==> src/rtl/pipe_pkg.sv <==
// Shared constants and types for the pipeline stage register.
// The optional skid buffer is enabled by defining PIPE_STAGE_SKID_EN.
package pipe_pkg;

  localparam int unsigned CTRL_W_DEF = 9;
  localparam int unsigned DATA_W_DEF = 32;
  localparam int unsigned CNT_W_DEF  = 16;

  // addi x0,x0,0: harmless instruction shown on an empty stage
  localparam logic [31:0] RV_NOP = 32'h0000_0013;

  typedef enum logic [1:0] {
    EMPTY = 2'd0,
    ONE   = 2'd1,
    TWO   = 2'd2
  } skid_state_e;

endpackage

==> src/rtl/pipe_sat_counter.sv <==
// Saturating up-counter with asynchronous active-high reset.
module pipe_sat_counter #(
  parameter int unsigned W = 16
) (
  input  logic         clk,
  input  logic         rst,
  input  logic         inc,
  output logic [W-1:0] cnt
);

  always_ff @(posedge clk or posedge rst) begin
    if (rst) begin
      cnt <= '0;
    end else if (inc && (cnt != {W{1'b1}})) begin
      cnt <= cnt + W'(1);
    end
  end

endmodule

==> src/rtl/pipe_stage_reg.sv <==
// Generic pipeline stage register with valid/ready, flush and bubble counter.
// Define PIPE_STAGE_SKID_EN for the 2-entry skid build with registered in_ready.
module pipe_stage_reg
  import pipe_pkg::*;
#(
  parameter int unsigned        DATA_W   = DATA_W_DEF,
  parameter int unsigned        CTRL_W   = CTRL_W_DEF,
  parameter logic [DATA_W-1:0]  NOP_DATA = DATA_W'(RV_NOP),
  parameter int unsigned        CNT_W    = CNT_W_DEF
) (
  input  logic              clk,
  input  logic              rst,
  input  logic              in_valid,
  output logic              in_ready,
  input  logic [CTRL_W-1:0] in_ctrl,
  input  logic [DATA_W-1:0] in_data,
  input  logic              flush,
  output logic              out_valid,
  input  logic              out_ready,
  output logic [CTRL_W-1:0] out_ctrl,
  output logic [DATA_W-1:0] out_data,
  output logic [CNT_W-1:0]  bubble_cnt
);

  logic take_in;
  logic take_out;

  assign take_in  = in_valid & in_ready;
  assign take_out = out_valid & out_ready;

`ifdef PIPE_STAGE_SKID_EN
  skid_state_e       state;
  skid_state_e       state_nxt;
  logic [CTRL_W-1:0] main_ctrl_nxt;
  logic [DATA_W-1:0] main_data_nxt;
  logic [CTRL_W-1:0] skid_ctrl;
  logic [CTRL_W-1:0] skid_ctrl_nxt;
  logic [DATA_W-1:0] skid_data;
  logic [DATA_W-1:0] skid_data_nxt;

  // State and payload registers; valid/ready are registered from the next state
  always_ff @(posedge clk or posedge rst) begin
    if (rst) begin
      state     <= EMPTY;
      out_valid <= 1'b0;
      in_ready  <= 1'b1;
      out_ctrl  <= '0;
      out_data  <= NOP_DATA;
      skid_ctrl <= '0;
      skid_data <= NOP_DATA;
    end else begin
      state     <= state_nxt;
      out_valid <= (state_nxt != EMPTY);
      in_ready  <= (state_nxt != TWO);
      out_ctrl  <= main_ctrl_nxt;
      out_data  <= main_data_nxt;
      skid_ctrl <= skid_ctrl_nxt;
      skid_data <= skid_data_nxt;
    end
  end

  // Next-state and payload steering
  always_comb begin
    state_nxt     = state;
    main_ctrl_nxt = out_ctrl;
    main_data_nxt = out_data;
    skid_ctrl_nxt = skid_ctrl;
    skid_data_nxt = skid_data;
    if (flush) begin
      state_nxt     = EMPTY;
      main_ctrl_nxt = '0;
      main_data_nxt = NOP_DATA;
      skid_ctrl_nxt = '0;
      skid_data_nxt = NOP_DATA;
    end else begin
      case (state)
        EMPTY: begin
          if (take_in) begin
            state_nxt     = ONE;
            main_ctrl_nxt = in_ctrl;
            main_data_nxt = in_data;
          end
        end
        ONE: begin
          if (take_in && take_out) begin
            main_ctrl_nxt = in_ctrl;
            main_data_nxt = in_data;
          end else if (take_in) begin
            state_nxt     = TWO;
            skid_ctrl_nxt = in_ctrl;
            skid_data_nxt = in_data;
          end else if (take_out) begin
            state_nxt     = EMPTY;
            main_ctrl_nxt = '0;
            main_data_nxt = NOP_DATA;
          end
        end
        TWO: begin
          if (take_out) begin
            state_nxt     = ONE;
            main_ctrl_nxt = skid_ctrl;
            main_data_nxt = skid_data;
            skid_ctrl_nxt = '0;
            skid_data_nxt = NOP_DATA;
          end
        end
        default: begin
          state_nxt     = EMPTY;
          main_ctrl_nxt = '0;
          main_data_nxt = NOP_DATA;
          skid_ctrl_nxt = '0;
          skid_data_nxt = NOP_DATA;
        end
      endcase
    end
  end
`else
  assign in_ready = !out_valid | out_ready;

  // Single holding register; simultaneous in/out simply reloads it
  always_ff @(posedge clk or posedge rst) begin
    if (rst) begin
      out_valid <= 1'b0;
      out_ctrl  <= '0;
      out_data  <= NOP_DATA;
    end else if (flush) begin
      out_valid <= 1'b0;
      out_ctrl  <= '0;
      out_data  <= NOP_DATA;
    end else if (take_in) begin
      out_valid <= 1'b1;
      out_ctrl  <= in_ctrl;
      out_data  <= in_data;
    end else if (take_out) begin
      out_valid <= 1'b0;
      out_ctrl  <= '0;
      out_data  <= NOP_DATA;
    end
  end
`endif

  pipe_sat_counter #(.W(CNT_W)) u_bubble_cnt (
    .clk (clk),
    .rst (rst),
    .inc (!out_valid && out_ready),
    .cnt (bubble_cnt)
  );

endmodule

==> config.mk <==
export PLATFORM = sky130hd
export DESIGN_NAME = pipe_stage_reg
export DESIGN_NICKNAME = d
export VERILOG_FILES = /design/src/rtl/pipe_pkg.sv /design/src/rtl/pipe_sat_counter.sv /design/src/rtl/pipe_stage_reg.sv
export SDC_FILE = /design/constraint.sdc
export NUM_CORES = 1
export LEC_CHECK = 0
export CORE_MARGIN = 2
export CORE_UTILIZATION = 41
export CTS_CLUSTER_SIZE = 40
export DETAILED_ROUTE_END_ITERATION = 16
export PLACE_DENSITY = 0.79
export SETUP_SLACK_MARGIN = 0.15
export SYNTH_ARGS = -nofsm -noshare
export SYNTH_HDL_FRONTEND = slang
export SYNTH_SLANG_ARGS = --single-unit
==> constraint.sdc <==
create_clock -name clk -period 2.7 [get_ports clk]
set_input_delay 0.675 -clock clk [delete_from_list [all_inputs] [get_ports clk]]
set_output_delay 0.675 -clock clk [all_outputs]
set_load 0.03 [all_outputs]
==> results of run 1 <==
synthesized netlist by cell type (all sizes together) (2+ instances only):
cell | count | area (um^2)
a22o | 38 | 332.8
and3 | 4 | 26.28
and4 | 2 | 18.77
buf | 6 | 35.03
clkbuf | 2 | 7.510
dfrtp | 55 | 1376
dfstp | 3 | 78.83
inv | 2 | 7.510
mux2 | 2 | 22.52
nand2 | 6 | 22.52
nand2b | 2 | 12.51
nand3 | 9 | 45.04
nand4 | 8 | 71.32
nor2 | 5 | 18.77
nor2b | 2 | 12.51
nor3 | 2 | 10.01
o22a | 3 | 26.28
xnor2 | 12 | 105.1
xor2 | 2 | 17.52
worst reg2reg max path: stages (launching register included):
cell and delay [ns]:
dfrtp_1 0.42, nor2b_1 0.29, inv_1 0.14, o21ai_0 0.12, and2b_1 0.25, buf_4 0.29
a22o_1 0.19
cells by family after synthesis:
family          count (synthesis)
xor+xnor                       14
mux                             2
buf+inv                        10
compound gates                 43
simple gates                   45
flops                          58
fa+ha+maj                       1
state kept, by name (all words and copies together) (netlist names):
register and count:
out_ctrl 9, out_valid 1, u_bubble_cnt.cnt 16, out_data 32
cell type report:
| type | count | area, um^2 |
|---|---|---|
| Clock buffer | 12 | 145.1 |
| Clock inverter | 3 | 40.04 |
| Fill cell | 427 | 1813 |
| Inverter | 2 | 7.507 |
| Multi-Input combinational cell | 105 | 832.0 |
| Sequential cell | 58 | 1455 |
| Tap cell | 72 | 90.09 |
| Timing Repair Buffer | 112 | 1124 |
metrics by stage:
step           power (uW)    util  cells
6_report             2366  0.6708    364
3_5_place_dp         1633  0.6371    349
2_1_floorplan        1349       -    173
5_1_grt              2483  0.6708    364
3_3_place_gp         1622  0.6371    349
4_1_cts              2395  0.6708    364
report_power, final:
part,internal (uW),switching (uW),leakage [uW]
clock,443,309,0.0000962
sequential,953,83.8,0.000767
combinational,279,298,0.000747
path summary, 6_finish.rpt:
path,to,depth (start not counted),slack (ns),startpoint
min reg2reg,out_data[31]$_DFFE_PP0P_,1,0.50,out_data[31]$_DFFE_PP0P_
max in group asynchronous,out_data[0]$_DFFE_PP1P_,3,1.45,rst
max reg2reg,out_data[16]$_DFFE_PP0P_,6,0.92,out_valid$_DFFE_PP0P_
min,out_data[31]$_DFFE_PP0P_,1,0.50,out_data[31]$_DFFE_PP0P_
max,in_ready,4,0.34,out_ready
min in group asynchronous,out_data[18]$_DFFE_PP0P_,2,0.65,rst
routing by layer:
layer  global-route usage  share of wire
met1               0.2345           0.42
met2               0.3050           0.49
met3              0.08371          0.072
met4              0.07931          0.018
met5                    0              0
==> reports/qor.yml, run 1 <==
synthesis:
  yosysSeqAreaShare: 0.6239
  syn_avg_cell_area_um2: 13.48
  synth_ff_type: "dfrtp_1"
  async_flop_share: 1.000
  ys_warn_count: 0
  synthAdderAreaFrac: 0.005365
  synth_edf_count: 0
  synth_top_family_by_area: "compound AO/OA/AOI/OAI gates"
  synth_compound_area_frac: 0.1679
  synth_xor_area_frac: 0.05258
  ys_ff_latch: 58
  synth_mux_area_frac: 0.009657
  synth_cells: 173
  ys_types: 32
  syn-num-nets: 220
  yosys.area_share.simple: 0.1191
  syn_area_um2: 2332
cts:
  clkLatencyLatePin_ns: 0.33
  cts_hold_buffers: 0
  clk_pin_slew_ns: 0.06
  cts_buffers: 9
  cts_tree: "done"
  cts_root_buf: "clkbuf_8"
  cts_setup_buffers: 0
  cts.repair.resized: 0
  cts.path.max_buffers: 2
  cts.sinks: 58
  htreeDepth: 3
worst_setup_path:
  cp_cell_sequence: "clkdlybuf4s50_1 > nor2b_1 > inv_1 > buf_12"
  end_kind: "output pin"
  worstPathRequired_ns: 2.03
  crit_type: "primary input to output pin"
  max_stage_delay_ns: 0.44
  cp_data_arrival_time_ns: 1.68
  cp_top_family: "buffers and inverters"
  path_buf_inv: 3
  cpMaxStageDelayCell: "clkdlybuf4s50_1"
  crit_path_start_kind: "primary input"
  worst-path-max-fanout: 3
global_routing:
  grt_max_degree: 31
  grt_pass1_wl_um: 9232
  grt_pass1_vias: 1908
  overflow: 0
  grt_antenna_before_repair: 0
  grtUsageTotal: 0.1942
worst_hold_path:
  holdCritPathClass: "flop to flop"
place:
  gp_congestion: 0.7786
  post-place-ws_ns: 0.2314
  dp_hpwl_um: 4023
  place_area_um2: 3508
  placement.io_buffers: 104
layout:
  final_cell_mix: "clkdlybuf4s50_1 (103), dfrtp_1 (55), a22o_1 (38)"
  final_area_um2: 3694
  layout_commonest_cell: "clkdlybuf4s50_1"
  diodes: 0
  syn_to_final_growth_pct: 58.37
  drive_gt1_frac: 0.1233
  fin_nets: 335
detailed_routing:
  drt_wl_total_um: 5717
  drtIter0Drc: 47
  drt.antenna.violating_nets: 0
  vias_per_cell: 5.181
  vias: 1886
  drc: 0
  wl_per_cell_um: 15.71
  drt-pass1-iter-count: 4
timing:
  tightest_slew_ns: 0.3974
  slew_violations: 0
  worst_slack_ns: 0.3411
  finalClockSkew_ns: 0.009633
  rsz0062_at_grt: "false"
  fin_crit_ns: 2.359
  hold_viol: 0
  finalSetupTns_ns: 0
  finalCritPeriodShare: 0.8737
  setup_viol_count_final: 0
  slew_headroom: 0.7347
  whs_ns: 0.5003
  fmax_ghz: 0.4239
die:
  core_um2: 5507
  die_w_um: 79.42
  dieHeight_um: 79.42
  fp-row-count: 27
  start_util: 0.4235
  pin_count: 105
  die_area_um2: 6308
job:
  maxCapViolCount: 0
power:
  ir_drop_mv: 0.3249
  power.leakage_uw: 0.001610
  p_per_area_nw_per_um2: 640.6
run_status:
  run_status: "finished, final reports clean"
(Power assumes the default switching activity.)
==> run 2, diff against run 1 <==
Settings changed: CTS_CLUSTER_DIAMETER set to 60, HOLD_SLACK_MARGIN set to 0.1.
==> results of run 2 <==
Final layout, timing and power as in run 1 (identical DEF).
